**config.mk**
```make
export PLATFORM = sky130hd
export DESIGN_NAME = alu_exec_stage
export DESIGN_NICKNAME = d
export VERILOG_FILES = /design/src/rtl/alu_exec_stage.sv
export SDC_FILE = /design/constraint.sdc
export NUM_CORES = 1
export LEC_CHECK = 0
export CORE_MARGIN = 2
export CORE_UTILIZATION = 50
export CTS_CLUSTER_DIAMETER = 30
export DETAILED_ROUTE_END_ITERATION = 10
export PLACE_DENSITY = 0.73
export SYNTH_ARGS = -nofsm -noshare
export SYNTH_HDL_FRONTEND = slang
export SYNTH_SLANG_ARGS = --single-unit
```
**constraint.sdc**
```tcl
create_clock -name clk -period 4.6 [get_ports clk]
set_input_delay 0.92 -clock clk [delete_from_list [all_inputs] [get_ports clk]]
set_output_delay 0.92 -clock clk [all_outputs]
set_load 0.005 [all_outputs]
```
**src/rtl/alu_exec_stage.sv**
```systemverilog
// ---------------------------------------------------------------------------
// AluExecStage (module alu_exec_stage)
//
// Registered ALU execution stage. It takes a 3-bit ALU control code and two
// operands, computes the result combinationally, and captures it into a
// 2-entry output FIFO. Valid/ready handshakes on both sides let the decode
// side and the writeback side stall independently of each other.
//
// Ports:
//   clk          clock, all state updates on the rising edge
//   rst          synchronous active-low reset
//   in_valid     request valid
//   in_ready     stage can accept a request (depends on registered state only)
//   alu_control  operation code from the ALU decoder
//   src_a/src_b  operands
//   out_valid    head buffer entry valid
//   out_ready    consumer accepts the head entry this cycle
//   out_result   head entry result
//   out_zero     head entry result is zero
//   out_illegal  head entry was produced from an unsupported code
// ---------------------------------------------------------------------------
module alu_exec_stage #(
    parameter int WIDTH = 32
) (
    input  logic             clk,
    input  logic             rst,
    input  logic             in_valid,
    output logic             in_ready,
    input  logic [2:0]       alu_control,
    input  logic [WIDTH-1:0] src_a,
    input  logic [WIDTH-1:0] src_b,
    output logic             out_valid,
    input  logic             out_ready,
    output logic [WIDTH-1:0] out_result,
    output logic             out_zero,
    output logic             out_illegal
);

    typedef enum logic [2:0] {
        OpAdd = 3'b000,
        OpSub = 3'b001,
        OpAnd = 3'b010,
        OpOr  = 3'b011,
        OpSlt = 3'b101
    } aluOpT;

    logic [WIDTH-1:0] resultMem_q [2];
    logic [1:0]       zeroMem_q;
    logic [1:0]       illegalMem_q;
    logic             headPtr_q;
    logic             headPtr_d;
    logic             tailPtr_q;
    logic             tailPtr_d;
    logic [1:0]       count_q;
    logic [1:0]       count_d;

    logic [WIDTH-1:0] aluResult;
    logic             aluIllegal;
    logic             aluZero;
    logic             signedLess;
    logic             push;
    logic             pop;

    // Operation select. SLT compares as two's complement and zero-extends the
    // single-bit outcome. Unsupported codes yield 0 and flag the entry; the
    // entry still flows through the buffer like any other.
    always_comb begin
        aluResult  = '0;
        aluIllegal = 1'b0;
        signedLess = ($signed(src_a) < $signed(src_b));
        case (alu_control)
            OpAdd:   aluResult = src_a + src_b;
            OpSub:   aluResult = src_a - src_b;
            OpAnd:   aluResult = src_a & src_b;
            OpOr:    aluResult = src_a | src_b;
            OpSlt:   aluResult = {{(WIDTH-1){1'b0}}, signedLess};
            default: aluIllegal = 1'b1;
        endcase
        aluZero = (aluResult == '0);
    end

    // Handshakes are derived from the registered occupancy only, so in_ready
    // never combinationally depends on out_ready and nothing is bypassed.
    assign in_ready    = (count_q != 2'd2);
    assign out_valid   = (count_q != 2'd0);
    assign push        = in_valid & in_ready;
    assign pop         = out_valid & out_ready;

    assign out_result  = resultMem_q[headPtr_q];
    assign out_zero    = zeroMem_q[headPtr_q];
    assign out_illegal = illegalMem_q[headPtr_q];

    // Pointer and occupancy next state. With a 2-entry buffer the 1-bit
    // pointers wrap 1 -> 0 naturally; a simultaneous push and pop moves both
    // pointers and leaves the count alone.
    always_comb begin
        headPtr_d = headPtr_q;
        tailPtr_d = tailPtr_q;
        count_d   = count_q;
        if (push) begin
            tailPtr_d = ~tailPtr_q;
        end
        if (pop) begin
            headPtr_d = ~headPtr_q;
        end
        case ({push, pop})
            2'b10:   count_d = count_q + 2'd1;
            2'b01:   count_d = count_q - 2'd1;
            default: count_d = count_q;
        endcase
    end

    // Reset discards every buffered entry and clears storage, so the head
    // fields read as zero right after reset.
    always_ff @(posedge clk) begin
        if (!rst) begin
            for (int i = 0; i < 2; i++) begin
                resultMem_q[i] <= '0;
            end
            zeroMem_q    <= '0;
            illegalMem_q <= '0;
            headPtr_q    <= 1'b0;
            tailPtr_q    <= 1'b0;
            count_q      <= 2'd0;
        end else begin
            if (push) begin
                resultMem_q[tailPtr_q]  <= aluResult;
                zeroMem_q[tailPtr_q]    <= aluZero;
                illegalMem_q[tailPtr_q] <= aluIllegal;
            end
            headPtr_q <= headPtr_d;
            tailPtr_q <= tailPtr_d;
            count_q   <= count_d;
        end
    end

endmodule

```
==> out/results.md, run 1 <==
- number of design rule violations left after detail routing: 0
- Post-Route Skew: 0.00544 ns
- Total Negative Setup Slacks: 0 ns
- share of synthesized registers carrying an async set or reset: 0%
- area added between synthesis and finish: 28.8%
- WL final: 30.1 mm
- estimated wirelength of the detail-placed design: 24.4 mm
- dominant combinational cell family by area after synthesis: compound AO/OA/AOI/OAI gates
- 1st-iter DRT viols: 818
- final RePlAce weighted congestion: 0.981
- CP Data Arrival Time: 4.66 ns
- Die Footprint: 18,600 µm²
- count of clock tree sinks: 73
- top library cells by usage in the layout, fill and taps aside: sky130_fd_sc_hd__buf_4 (145), sky130_fd_sc_hd__nor2_1 (126), sky130_fd_sc_hd__clkdlybuf4s50_1 (106)
- final hold viol count: 0
- gate count of the mapped netlist: 1,089
- CTS clk-pin slew, worst paths: 0.05 ns
- crit end category: flop
- count of hold buffers inserted by post-cts repair: 0
- leak pwr: 4.85 nW
- post-synthesis cell area: 8770 µm²
- post-route minimum period: 4.39 ns
- relative max-transition margin: 48.3%
- number of fill cells in the layout: 1,499
- Data required, critical path: 4.87 ns
- count of max-cap constraint violations: 0
- smallest setup slack after layout: 0.206 ns
- per-cell routed wire length: 19.8 µm
- slew at the pin closest to its max-slew limit: 0.768 ns
- fraction of the mapped netlist area in simple logic gates: 19.7%
- via count of the first global-routing pass: 8,637
- width of the die: 136 µm
- maximum number of pins on one net before global-route repair: 35
- starting density of the core: 50.9%
- depth of the CTS H-tree: 3
- dominant cells by area after synthesis: sky130_fd_sc_hd__edfxtp_1 (22%), sky130_fd_sc_hd__ha_1 (15%), sky130_fd_sc_hd__nor2_1 (5.4%)
- TritonCTS clock tree: yes
- number of enable-type register cells in the synthesized netlist: 64
- Tightest Hold Check Type: reg -> reg
- status: finished, final reports clean
- Vias: 9,287
- CORE AREA: 17,200 µm²
- distinct cell type count after synthesis: 92
- share of cells above drive strength 1: 18.1%
- worst vdd ir: 0.313 mV
- buffers added on ports: 106
- XOR/XNOR share of the synthesized area: 1.70%
- ratio of routed vias to standard cells: 6.10
- top achievable clock speed: 228 MHz
- total CTS buffers: 9
- buffers inserted by post-CTS timing repair: 0
- synthesized net count: 1,266
- post-synthesis cell type with the largest combined area: sky130_fd_sc_hd__edfxtp_1
- post-synthesis compound-gate area fraction: 27.0%
- Primary FF master, synth: sky130_fd_sc_hd__edfxtp_1
- ratio of final minimum period to clock period: 95.5%
- Boundary Pins: 107
- sequential element share of the synthesized area: 24.0%
- Antenna Nets Post-Route: 0
- maximum fanout count along the critical path: 3
- adder and majority cell fraction of the synthesized area: 15.3%
- Avg Inst Size Synth: 8.05 µm²
- Pre-antenna DRT Iters: 6
- grt total ovfl: 0
- count of endpoints failing setup in the final report: 0
- share of synthesized area spent on multiplexers: 5.10%
- RSZ-0062 raised after global routing: false
- FP Rows: 48
- buffer depth of the longest clock path: 2
- start-to-end type of the worst setup path: in -> reg
- Ys Warns: 0
- CTS resizes: 0
- leading cell type in the layout, fill and taps excluded: sky130_fd_sc_hd__buf_4
- Cell Pwr Density: 278 nW/µm²
- Total GRT Usage: 32.1%
- Post-layout nets: 1,469
- area share of the largest cell type after synthesis: 21.9%
- Die Y-Extent: 136 µm
- number of max-slew violations in the final report: 0
- buffer cell driving the clock tree root: sky130_fd_sc_hd__clkbuf_16
- type of origin of the critical path: input port
- global-route wire length before repair: 45.8 mm
- number of antenna violations at the first check in global routing: 1
- flip-flop and latch count after synthesis: 73
- worst-skew pair later-pin latency: 0.33 ns
- Worst Setup Slack post-DPL: -0.124 ns
[metal layers]
layer / part of all wire (%) / global-route usage (%) / vias to the layer above
li1: - / - / 4386
met1: 43 / 43.4 / 4356
met2: 46 / 52.4 / 468
met3: 8.3 / 4.47 / 77
met4: 2.7 / 11.2 / 0
met5: 0 / 0 / -
[cells in the mapped netlist (4+ instances only)]
| cell | number |
|---|---|
| sky130_fd_sc_hd__nor3_1 | 20 |
| sky130_fd_sc_hd__and2_1 | 13 |
| sky130_fd_sc_hd__nand4_1 | 17 |
| sky130_fd_sc_hd__o22ai_1 | 7 |
| sky130_fd_sc_hd__ha_1 | 104 |
| sky130_fd_sc_hd__o211ai_1 | 16 |
| sky130_fd_sc_hd__o221ai_1 | 9 |
| sky130_fd_sc_hd__nand3_1 | 21 |
| sky130_fd_sc_hd__nand2_1 | 72 |
| sky130_fd_sc_hd__a21o_1 | 10 |
| sky130_fd_sc_hd__nor2_1 | 126 |
| sky130_fd_sc_hd__o21a_1 | 11 |
| sky130_fd_sc_hd__nand2b_1 | 17 |
| sky130_fd_sc_hd__or3_1 | 5 |
| sky130_fd_sc_hd__buf_1 | 4 |
| sky130_fd_sc_hd__mux2_2 | 37 |
| sky130_fd_sc_hd__o21ai_0 | 59 |
| sky130_fd_sc_hd__and3_1 | 8 |
| sky130_fd_sc_hd__o31ai_1 | 9 |
| sky130_fd_sc_hd__nor2b_1 | 16 |
| sky130_fd_sc_hd__nor4_1 | 12 |
| sky130_fd_sc_hd__o311ai_0 | 4 |
| sky130_fd_sc_hd__a211o_1 | 7 |
| sky130_fd_sc_hd__o21ai_1 | 5 |
| sky130_fd_sc_hd__and4_1 | 4 |
| sky130_fd_sc_hd__a221oi_1 | 5 |
| sky130_fd_sc_hd__or2_2 | 4 |
| sky130_fd_sc_hd__clkbuf_1 | 38 |
| sky130_fd_sc_hd__o31a_1 | 5 |
| sky130_fd_sc_hd__a31oi_1 | 14 |
| sky130_fd_sc_hd__dfxtp_1 | 9 |
| sky130_fd_sc_hd__xnor2_1 | 15 |
| sky130_fd_sc_hd__a21oi_1 | 84 |
| sky130_fd_sc_hd__edfxtp_1 | 64 |
| sky130_fd_sc_hd__a311oi_1 | 5 |
| sky130_fd_sc_hd__a221o_1 | 8 |
| sky130_fd_sc_hd__buf_2 | 17 |
| sky130_fd_sc_hd__a211oi_1 | 22 |
| sky130_fd_sc_hd__o21bai_1 | 6 |
| sky130_fd_sc_hd__inv_1 | 95 |
| sky130_fd_sc_hd__a21boi_0 | 4 |
[logic make-up after synthesis]
group                      Yosys count
DFF                                 73
xor gates and xnor gates            17
adders and majority gates          106
AOI/OAI and AO/OA                  339
muxes                               40
and+or+nand+nor                    355
buffers and inverters              159
[sequential cells by signal (all words and copies together), names as in the netlist, named ones only]
| name | flops |
|---|---|
| illegalMem_q | 2 |
| zeroMem_q | 2 |
| tailPtr_q | 1 |
| resultMem_q | 64 |
| count_q | 2 |
| headPtr_q | 1 |
[power by group]
part / switching, mW / total, mW / internal (mW)
sequential: 0.0578 / 0.909 / 0.851
clock: 0.234 / 0.649 / 0.415
combinational: 0.797 / 1.58 / 0.781
[layout make-up]
class	count	area, µm²	area share (%)
Multi-Input combinational cell	857	6050	53.6
Timing Repair Buffer	254	2210	19.6
Sequential cell	73	2100	18.6
Inverter	97	364	3.22
Tap cell	225	282	2.49
Clock buffer	12	236	2.09
Clock inverter	4	43.8	0.388
Antenna cell	1	2.50	0.0222
[metrics by stage]
step | util (%) | area, µm² | power (mW) | hold WS, ns | cells
4_1_cts | 65.5 | 11300 | 3.12 | 0.451 | 1522
6_report | 65.5 | 11300 | 3.14 | 0.452 | 1523
2_1_floorplan | - | 8770 | 1.74 | 0.420 | 1089
5_1_grt | 65.5 | 11300 | 3.29 | 0.471 | 1522
3_3_place_gp | 63.8 | 11000 | 2.44 | 0.433 | 1506
3_5_place_dp | 63.8 | 11000 | 2.47 | 0.437 | 1506
[worst max-delay path: stages]
cell and delay (ns):
sky130_fd_sc_hd__clkdlybuf4s50_1 0.56, sky130_fd_sc_hd__inv_1 0.10, sky130_fd_sc_hd__ha_1 0.31, sky130_fd_sc_hd__buf_4 0.15, sky130_fd_sc_hd__nor3_1 0.22, sky130_fd_sc_hd__o311ai_1 0.17
sky130_fd_sc_hd__buf_4 0.17, sky130_fd_sc_hd__a31o_2 0.27, sky130_fd_sc_hd__and3_1 0.18, sky130_fd_sc_hd__xnor2_1 0.12, sky130_fd_sc_hd__a211oi_1 0.44, sky130_fd_sc_hd__buf_4 0.22
sky130_fd_sc_hd__and4_1 0.20, sky130_fd_sc_hd__nand4b_1 0.09, sky130_fd_sc_hd__nor4_1 0.21, sky130_fd_sc_hd__nand4_1 0.16, sky130_fd_sc_hd__o21ai_1 0.15
[path summary, 6_finish.rpt]
kind,from,to,slack (ns),depth (start not counted)
setup / recovery,src_b[1],zeroMem_q[0]$_SDFFE_PN0P_,0.21,17
hold / removal,zeroMem_q[1]$_SDFFE_PN0P_,zeroMem_q[1]$_SDFFE_PN0P_,0.45,2
setup reg to reg,count_q[0]$_SDFFE_PN0P_,resultMem_q[0][10]$_SDFFCE_PN0P_,2.49,6
hold reg to reg,zeroMem_q[1]$_SDFFE_PN0P_,zeroMem_q[1]$_SDFFE_PN0P_,0.45,2
No activity file was read; power rests on OpenSTA's default activity.
==> run 2: changes to the inputs <==
--- a/config.mk
+++ b/config.mk
@@ -5,11 +5,11 @@
 export SDC_FILE = /design/constraint.sdc
 export NUM_CORES = 1
 export LEC_CHECK = 0
-export CORE_MARGIN = 2
-export CORE_UTILIZATION = 50
+export CORE_MARGIN = 3
+export CORE_UTILIZATION = 58
 export CTS_CLUSTER_DIAMETER = 30
 export DETAILED_ROUTE_END_ITERATION = 10
-export PLACE_DENSITY = 0.73
+export PLACE_DENSITY = 0.83
 export SYNTH_ARGS = -nofsm -noshare
 export SYNTH_HDL_FRONTEND = slang
 export SYNTH_SLANG_ARGS = --single-unit
==> run 2 against run 1 <==
- non-clock buffer count down 9
- first-iteration DRC count up 25%
- routed wire length up 4.9%
- register-to-register slack worse by 0.12 ns
- hold slack better by 0.065 ns
- critical path depth down 3
- sequential power up 1%
- combinational power about the same
- clock power up 1%
- cell count down 3.3%
- via count up 3.5%
- fmax down 0.49%
- largest power group unchanged
- highest routed layer unchanged
==> out/results.md, run 2 (synthesized netlist as in run 1, its figures left out) <==
- post-route minimum period: 4.42 ns
- Largest register FFs: 64
- final RePlAce weighted congestion: 1.01
- leak pwr: 4.81 nW
- Sw Share: 36.0%
- power dissipated by switching net loads: 1.14 mW
- Post-Route Skew: 0.00540 ns
- count of hold buffers inserted by post-cts repair: 0
- total CTS buffers: 9
- ratio of routed vias to standard cells: 6.53
- critical path's slowest cell: sky130_fd_sc_hd__o41ai_1
- cells along the critical path: clkdlybuf4s50_1, inv_1, ha_1, inv_2, buf_4, o41ai_1, or2_1, a21boi_1, o211ai_1, nand3b_1, mux2_2, a22oi_2, nand4_1, o21ai_1
- starting density of the core: 59.9%
- final hold viol count: 0
- worst-skew pair later-pin latency: 0.33 ns
- top library cells by usage in the layout, fill and taps aside: sky130_fd_sc_hd__buf_4 (136), sky130_fd_sc_hd__nor2_1 (126), sky130_fd_sc_hd__clkdlybuf4s50_1 (106)
- number of max-slew violations in the final report: 0
- Vias: 9,615
- CP max stage delay: 0.63 ns
- Post-layout nets: 1,460
- placed instance area: 10,900 µm²
- status: finished, final reports clean
- RSZ-0062 raised after global routing: false
- Cell Int Power: 2.03 mW
- number of antenna violations at the first check in global routing: 0
- width of the die: 129 µm
- crit end category: flop
- via count of the first global-routing pass: 9,110
- grt total ovfl: 0
- Pre-antenna DRT Iters: 6
- per-cell routed wire length: 21.5 µm
- Die Y-Extent: 129 µm
- WL final: 31.6 mm
- Antenna Nets Post-Route: 0
- estimated wirelength of the detail-placed design: 24.4 mm
- buffers added on ports: 106
- FP Rows: 44
- 1st-iter DRT viols: 1,023
- number of fill cells in the layout: 1,027
- footprint of the multi-input gates: 6070 µm²
- CTS clk-pin slew, worst paths: 0.05 ns
- relative contribution of the clock network to total power: 20.7%
- global-route wire length before repair: 49.0 mm
- share of total power in combinational logic: 50.4%
- number of instances in the placed design: 1,456
- leading cell type in the layout, fill and taps excluded: sky130_fd_sc_hd__buf_4
- buffer cell driving the clock tree root: sky130_fd_sc_hd__clkbuf_16
- type of origin of the critical path: input port
- CORE AREA: 14,600 µm²
- Seq pwr share: 28.9%
- Cell Pwr Density: 284 nW/µm²
- slew at the pin closest to its max-slew limit: 0.797 ns
- Total GRT Usage: 37.2%
- Antenna Diode Count: 0
- Tightest Hold Check Type: reg -> reg
- relative max-transition margin: 46.7%
- depth of the CTS H-tree: 3
- top achievable clock speed: 226 MHz
- start-to-end type of the worst setup path: in -> reg
- Data required, critical path: 4.86 ns
- final standard cell count with taps included and fillers excluded: 1,472
- buffers inserted by post-CTS timing repair: 0
- Die Footprint: 16,600 µm²
- maximum number of pins on one net before global-route repair: 28
- buffer depth of the longest clock path: 2
- register ranked first by flip-flop count: resultMem_q
- number of design rule violations left after detail routing: 0
- internal reg-to-reg setup slack: 2.37 ns
- share of cells above drive strength 1: 17.6%
- Boundary Pins: 107
- maximum fanout count along the critical path: 10
- final core area utilization: 76.4%
- worst vdd ir: 0.274 mV
- post-route design area: 11,200 µm²
- storage element area: 2100 µm²
- CP Data Arrival Time: 4.67 ns
- count of max-cap constraint violations: 0
- count of clock tree sinks: 73
- TritonCTS clock tree: yes
- ratio of final minimum period to clock period: 96.0%
- area added between synthesis and finish: 27.7%
- count of endpoints failing setup in the final report: 0
## run 2: final timing paths
kind                                           to  depth (start not counted)                         start
setup reg to reg  resultMem_q[0][1]$_SDFFCE_PN0P_                          4       count_q[0]$_SDFFE_PN0P_
hold reg to reg      illegalMem_q[0]$_SDFFE_PN0P_                          2  illegalMem_q[0]$_SDFFE_PN0P_
setup / recovery        zeroMem_q[1]$_SDFFE_PN0P_                         14                     src_b[13]
hold / removal       illegalMem_q[0]$_SDFFE_PN0P_                          2  illegalMem_q[0]$_SDFFE_PN0P_
## run 2: layout make-up
type	count	area share [%]
multi-input combinational	857	54.3
timing repair buffer	245	19.1
sequential	73	18.8
inverter	97	3.25
clock buffer	11	2.08
tap	184	2.06
clock inverter	5	0.414
## run 2: critical path: cells and delay by family
family,cells,cell delay [ns]
AO/OA/AOI/OAI,5,1.48
buffers and inverters,4,0.81
AND/OR/NAND/NOR,3,0.67
adder cells (fa/ha/maj),1,0.50
multiplexers,1,0.30
## run 2: timing repair
item,4_1_cts,5_1_grt
endpoints found under the setup margin,0,4
gates resized for setup,0,5
endpoints found under the hold margin,0,0
## run 2: per-layer routing
metal / vias to the layer above / wire [µm] / track usage, % / part of all wire [%]
met5: - / 0 / 0 / 0
met4: 0 / 1110 / 12.4 / 3.5
met3: 117 / 3470 / 6.60 / 11
met2: 678 / 14200 / 59.7 / 45
met1: 4447 / 12800 / 50.8 / 40
li1: 4373 / - / - / -
## run 2: stage by stage
stage | setup slack, ns | setup TNS [ns] | power, mW | hold WS, ns
after detailed placement | -0.0710 | -0.142 | 2.46 | 0.452
final | 0.184 | 0 | 3.18 | 0.517
after global routing | 0.00735 | 0 | 3.32 | 0.519
after global placement | 0.0266 | 0 | 2.41 | 0.430
after floorplan | 0.855 | 0 | 1.74 | 0.420
after CTS | 0.205 | 0 | 3.14 | 0.503
## run 2: power groups by stage
stage               Sequential [mW]  Clock, mW  Combinational (mW)
CTS                           0.917      0.660                1.56
global placement              0.910          0                1.50
global route                  0.928      0.687                1.70
floorplan                     0.890          0               0.853
detailed placement            0.927          0                1.53
finish                        0.919      0.658                1.60
